`config.mk`:
```
export PLATFORM = sky130hd
export DESIGN_NAME = adder_seq_ctrl_flat
export DESIGN_NICKNAME = d
export VERILOG_FILES = /design/src/rtl/adder_seq_ctrl_if.sv /design/src/rtl/adder_seq_ctrl.sv /design/src/flat_wrapper.sv
export SDC_FILE = /design/constraint.sdc
export NUM_CORES = 1
export LEC_CHECK = 0
export BUFFER_PORTS_ARGS = -buffer_cell sky130_fd_sc_hd__buf_2
export CELL_PAD_IN_SITES_DETAIL_PLACEMENT = 0
export CELL_PAD_IN_SITES_GLOBAL_PLACEMENT = 2
export CORE_ASPECT_RATIO = 0.6
export CORE_MARGIN = 3
export CORE_UTILIZATION = 34
export DETAILED_ROUTE_END_ITERATION = 10
export PLACE_DENSITY_LB_ADDON = 0.15
export SETUP_SLACK_MARGIN = 0.15
export SLEW_MARGIN = 5
export SYNTH_ARGS = -nofsm -noshare
export SYNTH_HDL_FRONTEND = slang
export SYNTH_SLANG_ARGS = --single-unit
```
`constraint.sdc`:
```
create_clock -name clk -period 5.1 [get_ports clk]
set_clock_uncertainty 0.15 [all_clocks]
set_input_delay 1.275 -clock clk [delete_from_list [all_inputs] [get_ports clk]]
set_output_delay 1.275 -clock clk [all_outputs]
set_load 0.03 [all_outputs]
```
`src/rtl/adder_seq_ctrl_if.sv`:
```
`default_nettype none
// ============================================================================
// Module   : adder_seq_ctrl_if
// Brief    : Operand/result handshake bundle for the nibble-serial adder.
// Revision : 1.0 - initial release
// ============================================================================
interface adder_seq_ctrl_if #(
    parameter int NIBBLES = 4
) ();
    localparam int c_W = 4 * NIBBLES;

    logic           in_valid;
    logic           in_ready;
    logic [c_W-1:0] a;
    logic [c_W-1:0] b;
    logic           c_in;
    logic           out_valid;
    logic           out_ready;
    logic [c_W:0]   sum;
    logic           busy;

    modport master (
        output in_valid, a, b, c_in, out_ready,
        input  in_ready, out_valid, sum, busy
    );

    modport slave (
        input  in_valid, a, b, c_in, out_ready,
        output in_ready, out_valid, sum, busy
    );
endinterface
`default_nettype wire

```
`src/rtl/adder_seq_ctrl.sv`:
```
`default_nettype none
// ============================================================================
// Module   : adder_seq_ctrl
// Brief    : Wide adder built by running one 4-bit ripple adder nibble-serially.
// Revision : 1.0 - initial release
// ============================================================================
module Adder_RAC (
    input  logic [3:0] A,
    input  logic [3:0] B,
    input  logic       C_in,
    output logic [4:0] C_out
);
    logic [4:0] w_c;

    assign w_c[0] = C_in;

    generate
        for (genvar i = 0; i < 4; i++) begin : g_fa
            assign C_out[i]  = A[i] ^ B[i] ^ w_c[i];
            assign w_c[i+1]  = (A[i] & B[i]) | (w_c[i] & (A[i] ^ B[i]));
        end
    endgenerate

    assign C_out[4] = w_c[4];
endmodule

module adder_seq_ctrl #(
    parameter int NIBBLES = 4
) (
    input  logic             clk,
    input  logic             rst,
    adder_seq_ctrl_if.slave  bus
);
    localparam int                 c_W     = 4 * NIBBLES;
    localparam int                 c_IDX_W = (NIBBLES > 1) ? $clog2(NIBBLES) : 1;
    localparam logic [c_IDX_W-1:0] c_LAST  = c_IDX_W'(NIBBLES - 1);

    typedef enum logic [1:0] {
        S_IDLE = 2'd0,
        S_RUN  = 2'd1,
        S_DONE = 2'd2
    } state_t;

    state_t             r_state;
    logic [c_W-1:0]     r_a;
    logic [c_W-1:0]     r_b;
    logic               r_carry;
    logic [c_IDX_W-1:0] r_idx;
    logic [c_W:0]       r_sum;
    logic               r_in_ready;
    logic               r_out_valid;
    logic               r_busy;

    logic [c_W-1:0]     w_a_shift;
    logic [c_W-1:0]     w_b_shift;
    logic [4:0]         w_c_out;

    // Current nibble is brought down to bit 0 so the adder always sees [3:0].
    assign w_a_shift = r_a >> {r_idx, 2'b00};
    assign w_b_shift = r_b >> {r_idx, 2'b00};

    Adder_RAC u_adder (
        .A     (w_a_shift[3:0]),
        .B     (w_b_shift[3:0]),
        .C_in  (r_carry),
        .C_out (w_c_out)
    );

    always_ff @(posedge clk) begin
        if (rst) begin
            r_state     <= S_IDLE;
            r_a         <= '0;
            r_b         <= '0;
            r_carry     <= 1'b0;
            r_idx       <= '0;
            r_sum       <= '0;
            r_in_ready  <= 1'b1;
            r_out_valid <= 1'b0;
            r_busy      <= 1'b0;
        end else begin
            case (r_state)
                S_IDLE: begin
                    if (bus.in_valid) begin
                        r_a        <= bus.a;
                        r_b        <= bus.b;
                        r_carry    <= bus.c_in;
                        r_sum      <= '0;
                        r_idx      <= '0;
                        r_state    <= S_RUN;
                        r_in_ready <= 1'b0;
                        r_busy     <= 1'b1;
                    end
                end
                S_RUN: begin
                    for (int i = 0; i < NIBBLES; i++) begin
                        if (r_idx == c_IDX_W'(i)) begin
                            r_sum[4*i +: 4] <= w_c_out[3:0];
                        end
                    end
                    r_carry <= w_c_out[4];
                    // idx parks on the last nibble rather than wrapping.
                    if (r_idx == c_LAST) begin
                        r_sum[c_W]  <= w_c_out[4];
                        r_state     <= S_DONE;
                        r_out_valid <= 1'b1;
                    end else begin
                        r_idx <= r_idx + c_IDX_W'(1);
                    end
                end
                S_DONE: begin
                    if (bus.out_ready) begin
                        r_state     <= S_IDLE;
                        r_out_valid <= 1'b0;
                        r_busy      <= 1'b0;
                        r_in_ready  <= 1'b1;
                    end
                end
                default: begin
                    r_state     <= S_IDLE;
                    r_out_valid <= 1'b0;
                    r_busy      <= 1'b0;
                    r_in_ready  <= 1'b1;
                end
            endcase
        end
    end

    assign bus.in_ready  = r_in_ready;
    assign bus.out_valid = r_out_valid;
    assign bus.sum       = r_sum;
    assign bus.busy      = r_busy;
endmodule
`default_nettype wire

```
`src/flat_wrapper.sv`:
```
// flat-port wrapper written by rule: the top's interface ports become plain ports
module adder_seq_ctrl_flat 
#(
    parameter int NIBBLES = 4
)
  (clk, rst, bus_in_valid, bus_a, bus_b, bus_c_in, bus_out_ready, bus_in_ready, bus_out_valid, bus_sum, bus_busy);
  adder_seq_ctrl_if #(.NIBBLES(NIBBLES)) bus_i ();
  input  logic clk;
  input  logic rst;
  input wire logic [$bits(bus_i.in_valid)-1:0] bus_in_valid;
  input wire logic [$bits(bus_i.a)-1:0] bus_a;
  input wire logic [$bits(bus_i.b)-1:0] bus_b;
  input wire logic [$bits(bus_i.c_in)-1:0] bus_c_in;
  input wire logic [$bits(bus_i.out_ready)-1:0] bus_out_ready;
  output wire logic [$bits(bus_i.in_ready)-1:0] bus_in_ready;
  output wire logic [$bits(bus_i.out_valid)-1:0] bus_out_valid;
  output wire logic [$bits(bus_i.sum)-1:0] bus_sum;
  output wire logic [$bits(bus_i.busy)-1:0] bus_busy;
  assign bus_i.in_valid = bus_in_valid;
  assign bus_i.a = bus_a;
  assign bus_i.b = bus_b;
  assign bus_i.c_in = bus_c_in;
  assign bus_i.out_ready = bus_out_ready;
  assign bus_in_ready = bus_i.in_ready;
  assign bus_out_valid = bus_i.out_valid;
  assign bus_sum = bus_i.sum;
  assign bus_busy = bus_i.busy;
  adder_seq_ctrl #(.NIBBLES(NIBBLES)) u_core (.clk(clk), .rst(rst), .bus(bus_i));
endmodule
```
* Word level (Yosys, flattened, before mapping) *
Index checks and enable logic that the tools add are counted.

storage, ports and cells
  register bits after elaboration = 57
  word-level logic and storage cells = 86
  output and inout bits = 20
  bits in latches = 0
  memories = 0
  RAM bits = 0
  ROM bits = 0

operators by class
  shift-type cells = 2
  $lt $le $gt $ge = 0
  equal/unequal tests = 12
  bitwise operators = 22
  multipliers = 0
  add/sub/neg operators = 1
  reduce and logical (&&, ||, !) cells = 13
  div/mod/pow operators = 0
  mux-type cells = 24

operators with widths
  cell                                                                      count
  17-bit case mux with 2 select lines                                       1
  16-bit by 4-bit >> shifter with 4-bit output                              2
  3-bit AND reduction                                                       8
  17-bit two-way mux                                                        1
  4-bit two-way mux                                                         4
  2-bit two-way mux                                                         5
  1-bit case mux with 3 select lines                                        3
  1-bit bitwise AND                                                         8
  2-bit by 1-bit inequality test with 1-bit output (second input constant)  4
  1-bit XOR                                                                 8
  1-bit two-way mux                                                         7
  2-bit == test (second input constant)                                     3
  2-bit inequality test (second input constant)                             3
  2-bit case mux with 3 select lines                                        1
  2-bit by 1-bit == test with 1-bit output (second input constant)          2
  2-bit logical NOT                                                         2
  1-bit bitwise OR                                                          4
  2-bit case mux with 2 select lines                                        1
  2-bit AND reduction                                                       2
  2-bit by 1-bit adder with 2-bit output (second input constant)            1
  1-bit inverter                                                            2
  1-bit case mux with 2 select lines                                        1
  2-bit nonzero test                                                        1

* Longest topological paths before layout *
Gate-level depths: netlist of the first run.

  depth in word-level cells = 12
  gate-level depth with buffers = 11
  mapped depth without buffers = 10

* Cells and area by module *
From an unflattened synthesis of the first run, not the netlist that was laid out.

second synthesis, totals
  cell total of the unflattened synthesis = 272
  area, all modules = 2489.9 um^2

by module, submodules not included
  module          area each (um^2)  times used  cells each
  adder_seq_ctrl  2372.3            1           258
  Adder_RAC       117.6             1           14

* Worst setup path after synthesis of the first run *
No wires, ideal clock.

  kind = reg-to-reg
  start = reg u_core.r_idx[1]
  end = reg u_core.r_sum[15], in the netlist u_core.bus.sum[15]
  cell stages (with the launch flop) = 11
  arrival time = 2.593 ns
  buffers on the path = 1
  path slack = 2.287 ns
  cell sequence = dfxtp_1 -> buf_2 -> mux4_2 -> inv_1 -> fa_1 -> fa_1 -> inv_1 -> fa_1 -> fa_1 -> nand4b_1 -> a21oi_1

between the ends
  cells in the longest elaborated chain, start to end = 11

RTL lines
  what                                                             line                                        text
  start, declared                                                  adder_seq_ctrl.sv:48                        logic [c_IDX_W-1:0] r_idx;
  start signal, assigned                                           adder_seq_ctrl.sv:107                       r_idx <= r_idx + c_IDX_W'(1);
  16-bit by 4-bit >> shifter with 4-bit output (on tied branches)  adder_seq_ctrl.sv:59, adder_seq_ctrl.sv:60
  1-bit XOR                                                        adder_seq_ctrl.sv:20                        assign w_c[i+1] = (A[i] & B[i]) | (w_c[i] & (A[i] ^ B[i]));
  1-bit bitwise AND                                                adder_seq_ctrl.sv:20
  1-bit bitwise OR                                                 adder_seq_ctrl.sv:20
  1-bit bitwise AND                                                adder_seq_ctrl.sv:20
  1-bit bitwise OR                                                 adder_seq_ctrl.sv:20
  1-bit bitwise AND                                                adder_seq_ctrl.sv:20
  1-bit bitwise OR                                                 adder_seq_ctrl.sv:20
  1-bit XOR                                                        adder_seq_ctrl.sv:19                        assign C_out[i] = A[i] ^ B[i] ^ w_c[i];
  4-bit two-way mux                                                adder_seq_ctrl.sv:96                        if (r_idx == c_IDX_W'(i)) begin
  17-bit case mux with 2 select lines                              adder_seq_ctrl.sv:81                        case (r_state)
  end signal, assigned by index                                    adder_seq_ctrl.sv:97                        r_sum[4*i +: 4] <= w_c_out[3:0];
  end signal, assigned by index                                    adder_seq_ctrl.sv:103                       r_sum[c_W] <= w_c_out[4];
  end, declared                                                    adder_seq_ctrl.sv:49                        logic [c_W:0] r_sum;

Parallel ways exist; a longest one is shown, timed or not. The select of a mux whose other input is x is not followed.
A chain may end at the register's enable or synchronous reset.

* Final worst setup path of the first run *
  start = reg u_core.r_idx[1]
  end = reg u_core.r_sum[11], in the netlist u_core.bus.sum[11]

Same word-level chain as after synthesis.

==> results of run 1 <==
==> layer usage <==
| layer | vias up | global-route usage, % |
|---|---|---|
| li1 | 1044 | - |
| met1 | 951 | 23.5 |
| met2 | 56 | 18.6 |
| met3 | 7 | 6.50 |
| met4 | 0 | 4.58 |
| met5 | - | 0 |
==> metrics by stage <==
stage	instance area, sq um	hold WS, ns	std cells	worst slack (ns)	power [mW]
2_1_floorplan	2490	0.283	277	2.29	0.575
3_3_place_gp	2780	0.293	401	2.04	0.614
3_5_place_dp	2780	0.298	401	1.95	0.613
4_1_cts	3080	0.306	417	1.95	1.21
5_1_grt	3090	0.322	418	1.76	1.25
6_report	3090	0.305	418	1.96	1.20
==> area by class of cell <==
| cell class | count | share of cell area (%) |
|---|---|---|
| Tap cell | 87 | 3.52 |
| Clock inverter | 5 | 1.78 |
| Clock buffer | 11 | 7.85 |
| Inverter | 21 | 2.55 |
| Multi-Input combinational cell | 179 | 37.6 |
| Timing Repair Buffer | 58 | 9.79 |
| Sequential cell | 57 | 36.9 |
==> cell usage after synthesis (all sizes together) <==
master    n
a2111oi   1
a21o      1
a21oi    39
a31oi     1
buf      15
clkbuf    5
dfxtp    57
fa        4
ha        4
inv      21
mux2i     1
mux4      8
nand2    72
nand2b    5
nand3     1
nand3b    5
nand4b    2
nor2      2
nor2b     2
nor3      1
nor3b     1
o21ai     6
o21bai    1
o31ai     1
o32ai    13
o41ai     2
or2       2
or3       2
or3b      2
==> cells by family after synthesis <==
kind of cell | Yosys count | share of synthesized area (%)
compound gates | 65 | 15.8
fa+ha+maj | 8 | 5.22
buf+inv | 41 | 7.88
flops | 57 | 45.8
mux | 9 | 7.63
simple gates | 97 | 17.7
==> path summary, 6_finish.rpt <==
path	start	end	slack, ns	depth (start not counted)
max reg2reg	u_core.r_idx[1]$_SDFFE_PP0P_	u_core.bus.sum[11]$_SDFFE_PP0P_	1.96	9
min	u_core.r_a[10]$_SDFFE_PP0P_	u_core.r_a[10]$_SDFFE_PP0P_	0.30	2
max	u_core.r_idx[1]$_SDFFE_PP0P_	u_core.bus.sum[11]$_SDFFE_PP0P_	1.96	9
min reg2reg	u_core.r_a[10]$_SDFFE_PP0P_	u_core.r_a[10]$_SDFFE_PP0P_	0.30	2
==> cells in the final DEF (no fill, tap or decap), drive strengths merged, types with 2 or more instances in the layout <==
master / Yosys / routed
clkinv: 0 / 2
o41ai: 2 / 2
inv: 21 / 21
o21ai: 6 / 6
or3: 2 / 2
clkbuf: 5 / 11
a21oi: 39 / 39
nor2b: 2 / 2
o32ai: 13 / 13
nor2: 2 / 2
ha: 4 / 4
fa: 4 / 4
nand2: 72 / 72
or3b: 2 / 2
nand3b: 5 / 5
or2: 2 / 2
dfxtp: 57 / 57
clkinvlp: 0 / 2
buf: 15 / 58
nand4b: 2 / 2
mux4: 8 / 8
nand2b: 5 / 5
==> report_power, final <==
group          internal (mW)  switching [mW]
combinational         0.0489          0.0692
clock                  0.389           0.204
sequential             0.468          0.0184
total                  0.905           0.291
==> state kept, by name, summed over array words and instances, names as in the netlist <==
register,flops
u_core.bus.sum,17
u_core.r_a,16
u_core.bus.in_ready,1
u_core.r_carry,1
u_core.r_b,16
u_core.bus.out_valid,1
u_core.r_state,2
u_core.r_idx,2
u_core.bus.busy,1
==> tightest hold or removal path: stages, from the launching register on <==
cell and delay [ns]:
dfxtp_1 0.30, nand2_1 0.05, a21oi_1 0.05
==> metrics.md, run 1 <==
| Metric | Value |
|---|---|
| Min-delay worst type | `register to register` |
| Synth warn | `0` |
| Vias in the first global route | `1953` |
| Overall routing resource usage | `15.2%` |
| Mapped Area | `2490 sq um` |
| Status | `completed` |
| Part of the cycle the worst path needs | `61.6%` |
| DR iter-0 viols | `101` |
| WL final | `5970 um` |
| RSZ-0062 raised after global routing | `false` |
| Syn Inst Count | `277` |
| Dpl hpwl | `4140 um` |
| Max-slew violations | `0` |
| Slowest stage delay, CP | `0.68 ns` |
| Diode count | `0` |
| Die ar. | `8430 sq um` |
| Top cell by count, worst path | `fa_1` |
| CP required | `5.11 ns` |
| Metal3 WL | `349 um` |
| CP delay by family, top | `adder cells` |
| Rel. slew slack | `23.9%` |
| Critical Path Start Type | `register` |
| Final Critical Period | `3.14 ns` |
| IO buf count | `56` |
| Main area contributors after synthesis | `dfxtp_1, nand2_1, a21oi_1, mux4_2, o32ai_1` |
| Layout Nets | `371` |
| Root buffer selected by CTS | `clkbuf_16` |
| Sequential share of the synthesized area | `45.8%` |
| Initial antenna violation count | `0` |
| FF+latch count, synth | `57` |
| Initial core utilization | `36.3%` |
| Area grow syn2layout | `24.0%` |
| Die Wd | `117 um` |
| CP endpoint kind | `register` |
| Post-route DRC | `0` |
| Htree depth | `3` |
| Met1 WL | `3340 um` |
| Crit path arrival time | `3.15 ns` |
| Uppermost routed layer | `met4` |
| Multi-input logic area | `1160 sq um` |
| Clk_lat worst skew | `0.32 ns` |
| Crit-path cells | `mux4_2 > inv_1 > fa_1 > fa_1 > inv_1 > fa_1 > fa_1 > nand2b_1 > o32ai_1` |
| Critical-path top delay cell | `dfxtp_1` |
| Clk slew on worst S/H paths | `0.05 ns` |
| Die height | `72.3 um` |
| MaxCap Viol Count | `0` |
| Pin count of the biggest net entering global routing | `64` |
| Layout fillers | `679` |
| CTS tree | `built` |
| Reg area | `1140 sq um` |
| Ratio of cells with drive above 1 in the final layout | `25.4%` |
| Via density | `4.92` |
| TNS Setup | `0 ns` |
| Row cnt | `23` |
| IO Pins | `57` |
| Met2 routed WL | `2210 um` |
| Final core occ | `45.0%` |
| Antenna viol nets, final | `0` |
| DR pass1 iterations | `4` |
| Area fraction of the dominant cell type after synthesis | `45.8%` |
| Routed WL per cell | `14.3 um` |
| Post-CTS Resized | `0` |
| Net Count, Synth | `322` |
| Quantity of hold-fixing buffers added after cts | `0` |
| Max FO, Critical Path | `11` |
| Lkg Pwr | `1.23 nW` |
| Worst Max-Slew Pin Slew | `1.14 ns` |
| PwrDens | `387 nW/um^2` |
| Vias | `2058` |
| Gpl congestion | `0.793` |
| Yosys cell types | `31` |
| Postcts setup bufs | `0` |
| Hold Fails Final Rpt | `0` |
| Average size of a mapped cell | `9.00 sq um` |
| Max VDD drop | `0.130 mV` |
| WS Path Type | `register to register` |
| Global-route wire length before repair | `9740 um` |
| Setup violations, final | `0` |
| Cts bufs inserted | `9` |
| Max frequency | `318 MHz` |
| Post-synth top area cell | `dfxtp_1` |
| Core ar. | `6880 sq um` |
| Sink Count | `57` |
| Buf+Inv Stages, Crit Path | `2` |
| CTS Buffer Depth | `2` |
| Total grt overflow | `0` |
(Power assumes the default switching activity.)
==> inputs of run 2 (changes only) <==
- CORE_UTILIZATION: 34 -> 29
- clock period: 5.1 -> 2.81 ns (I/O delays scaled with it)
==> metrics.md, run 2 (synthesis gave the netlist of run 1 again) <==
| Metric | Value |
|---|---|
| Cts bufs inserted | `9 (unchanged)` |
| Critical-path top delay cell | `fa_1` |
| Sink Count | `57 (unchanged)` |
| Die height | `77.8 um (+7.6%)` |
| Quantity of hold-fixing buffers added after cts | `0 (unchanged)` |
| Routed WL per cell | `14.5 um (+1.6%)` |
| Placed Area | `2860 sq um (+2.8%)` |
| Post-route DRC | `0 (unchanged)` |
| RSZ-0062 raised after global routing | `true` |
| WL final | `6470 um (+8.4%)` |
| Final Non-Filler Cells | `446 (+6.7%)` |
| DR pass1 iterations | `5 (+1)` |
| Status | `completed` |
| Die Wd | `126 um (+7.9%)` |
| WS Path Type | `register to register` |
| Dpl hpwl | `4520 um (+9.2%)` |
| Max-slew violations | `0 (unchanged)` |
| Max FO, Critical Path | `4 (-7)` |
| MaxCap Viol Count | `0 (unchanged)` |
| Via density | `4.69 (-4.7%)` |
| Max VDD drop | `0.271 mV (+110%)` |
| Multi-input logic area | `1170 sq um (+1.1%)` |
| Setup violations, final | `0 (unchanged)` |
| Vias | `2093 (+1.7%)` |
| Buf+Inv Stages, Crit Path | `3 (+1)` |
| Crit path arrival time | `2.73 ns (-0.42 ns)` |
| # placed instances | `428 (+6.7%)` |
| Core ar. | `8100 sq um (+18%)` |
| Final total power | `2.13 mW (+78%)` |
| Overall routing resource usage | `13.9% (-1.3 points)` |
| CP delay by family, top | `adder cells` |
| Commonest non-fill, non-tap cell in the layout | `nand2_1` |
| Diode count | `0 (unchanged)` |
| DR iter-0 viols | `138 (+37%)` |
| IO buf count | `56 (unchanged)` |
| Critical Path Start Type | `register` |
| Final core occ | `39.2% (-5.8 points)` |
| Lkg Pwr | `1.28 nW (+3.6%)` |
| Clk slew on worst S/H paths | `0.05 ns (about the same)` |
| Htree depth | `3 (unchanged)` |
| Hold Fails Final Rpt | `0 (unchanged)` |
| Ratio of cells with drive above 1 in the final layout | `29.3% (+3.9 points)` |
| Initial antenna violation count | `0 (unchanged)` |
| Fin Hold WS | `0.304 ns (-0.000799 ns)` |
| IO Pins | `57 (unchanged)` |
| Most frequent cells in the layout | `nand2_1, buf_2, dfxtp_1, a21oi_1, inv_1` |
| Antenna viol nets, final | `0 (unchanged)` |
| Clk_lat worst skew | `0.32 ns (about the same)` |
| Final instance area | `3170 sq um (+2.7%)` |
| Worst Max-Slew Pin Slew | `0.694 ns (-0.448 ns)` |
| Global-route wire length before repair | `10700 um (+10%)` |
| Crit-path cells | `buf_4 > mux4_2 > inv_2 > fa_2 > fa_1 > inv_1 > fa_2 > fa_1 > nand2b_1 > o32ai_1` |
| CTS Buffer Depth | `2 (unchanged)` |
| PwrDens | `670 nW/um^2 (+73%)` |
| Die ar. | `9780 sq um (+16%)` |
| Pin count of the biggest net entering global routing | `41 (-36%)` |
| Min-delay worst type | `register to register` |
| Gpl congestion | `0.719 (-9.3%)` |
| Rel. slew slack | `53.7% (+30 points)` |
| Layout fillers | `850 (+25%)` |
| CTS tree | `built` |
| CP endpoint kind | `register` |
| Row cnt | `25 (+8.7%)` |
| CP required | `2.86 ns (-2.25 ns)` |
| Vias in the first global route | `2168 (+11%)` |
| Part of the cycle the worst path needs | `95.4% (+34 points)` |
| Max frequency | `373 MHz (+17%)` |
| Initial core utilization | `30.8% (-5.5 points)` |
| Max reg flops | `17 (unchanged)` |
| Slowest stage delay, CP | `0.43 ns (-0.25 ns)` |
| Reg area | `1150 sq um (+0.66%)` |
| Area grow syn2layout | `27.3%` |
| Layout Nets | `379 (+2.2%)` |
| Total grt overflow | `0 (unchanged)` |
| Root buffer selected by CTS | `clkbuf_16` |
| Final Critical Period | `2.68 ns (-0.462 ns)` |
## run 2: worst reg2reg max path, delay by kind of cell (launching register included)
| family | cells | cell delay, ns |
|---|---|---|
| AOI/OAI and AO/OA | 1 | 0.10 |
| adders and majority gates | 4 | 1.31 |
| buffers and inverters | 3 | 0.27 |
| DFF | 1 | 0.34 |
| muxes | 1 | 0.22 |
| and+or+nand+nor | 1 | 0.18 |
## run 2: what timing repair did
action / 4_1_cts / 5_1_grt
setup endpoints to repair: 5 / 6
pin swaps: 3 / 0
resized for setup: 3 / 1
setup buffers: 3 / 0
## run 2: final timing paths
check                               start                             end  slack (ns)  cells after the start
min reg2reg    u_core.r_b[7]$_SDFFE_PP0P_      u_core.r_b[7]$_SDFFE_PP0P_        0.30                      2
min            u_core.r_b[7]$_SDFFE_PP0P_      u_core.r_b[7]$_SDFFE_PP0P_        0.30                      2
max          u_core.r_idx[1]$_SDFFE_PP0P_  u_core.bus.sum[7]$_SDFFE_PP0P_        0.13                     10
max reg2reg  u_core.r_idx[1]$_SDFFE_PP0P_  u_core.bus.sum[7]$_SDFFE_PP0P_        0.13                     10
## run 2: report_power, final
part / total [mW] / switching (mW) / internal (mW)
Sequential: 0.876 / 0.0278 / 0.848
Clock: 1.02 / 0.360 / 0.658
Combinational: 0.232 / 0.137 / 0.0956
Total: 2.13 / 0.525 / 1.60
## run 2: layer usage
layer,share of wire [%],GRT usage [%],vias up
li1,-,-,1054
met1,55,19.8,984
met2,39,19.2,50
met3,5.6,5.43,5
met4,0.71,3.90,0
met5,0,0,-
## run 2: area by class of cell
cell class,instances,share of cell area (%)
clock buffer,12,8.40
clock inverter,3,0.473
inverter,21,2.48
multi-input combinational,179,37.0
sequential,57,36.2
tap,108,4.26
timing repair buffer,66,11.2
## run 2: through the flow
stage / worst slack (ns) / setup TNS (ns)
finish: 0.129 / 0
global route: -0.0425 / -0.122
CTS: 0.127 / 0
detailed placement: 0.0221 / 0
global placement: 0.0974 / 0
floorplan: 0.138 / 0
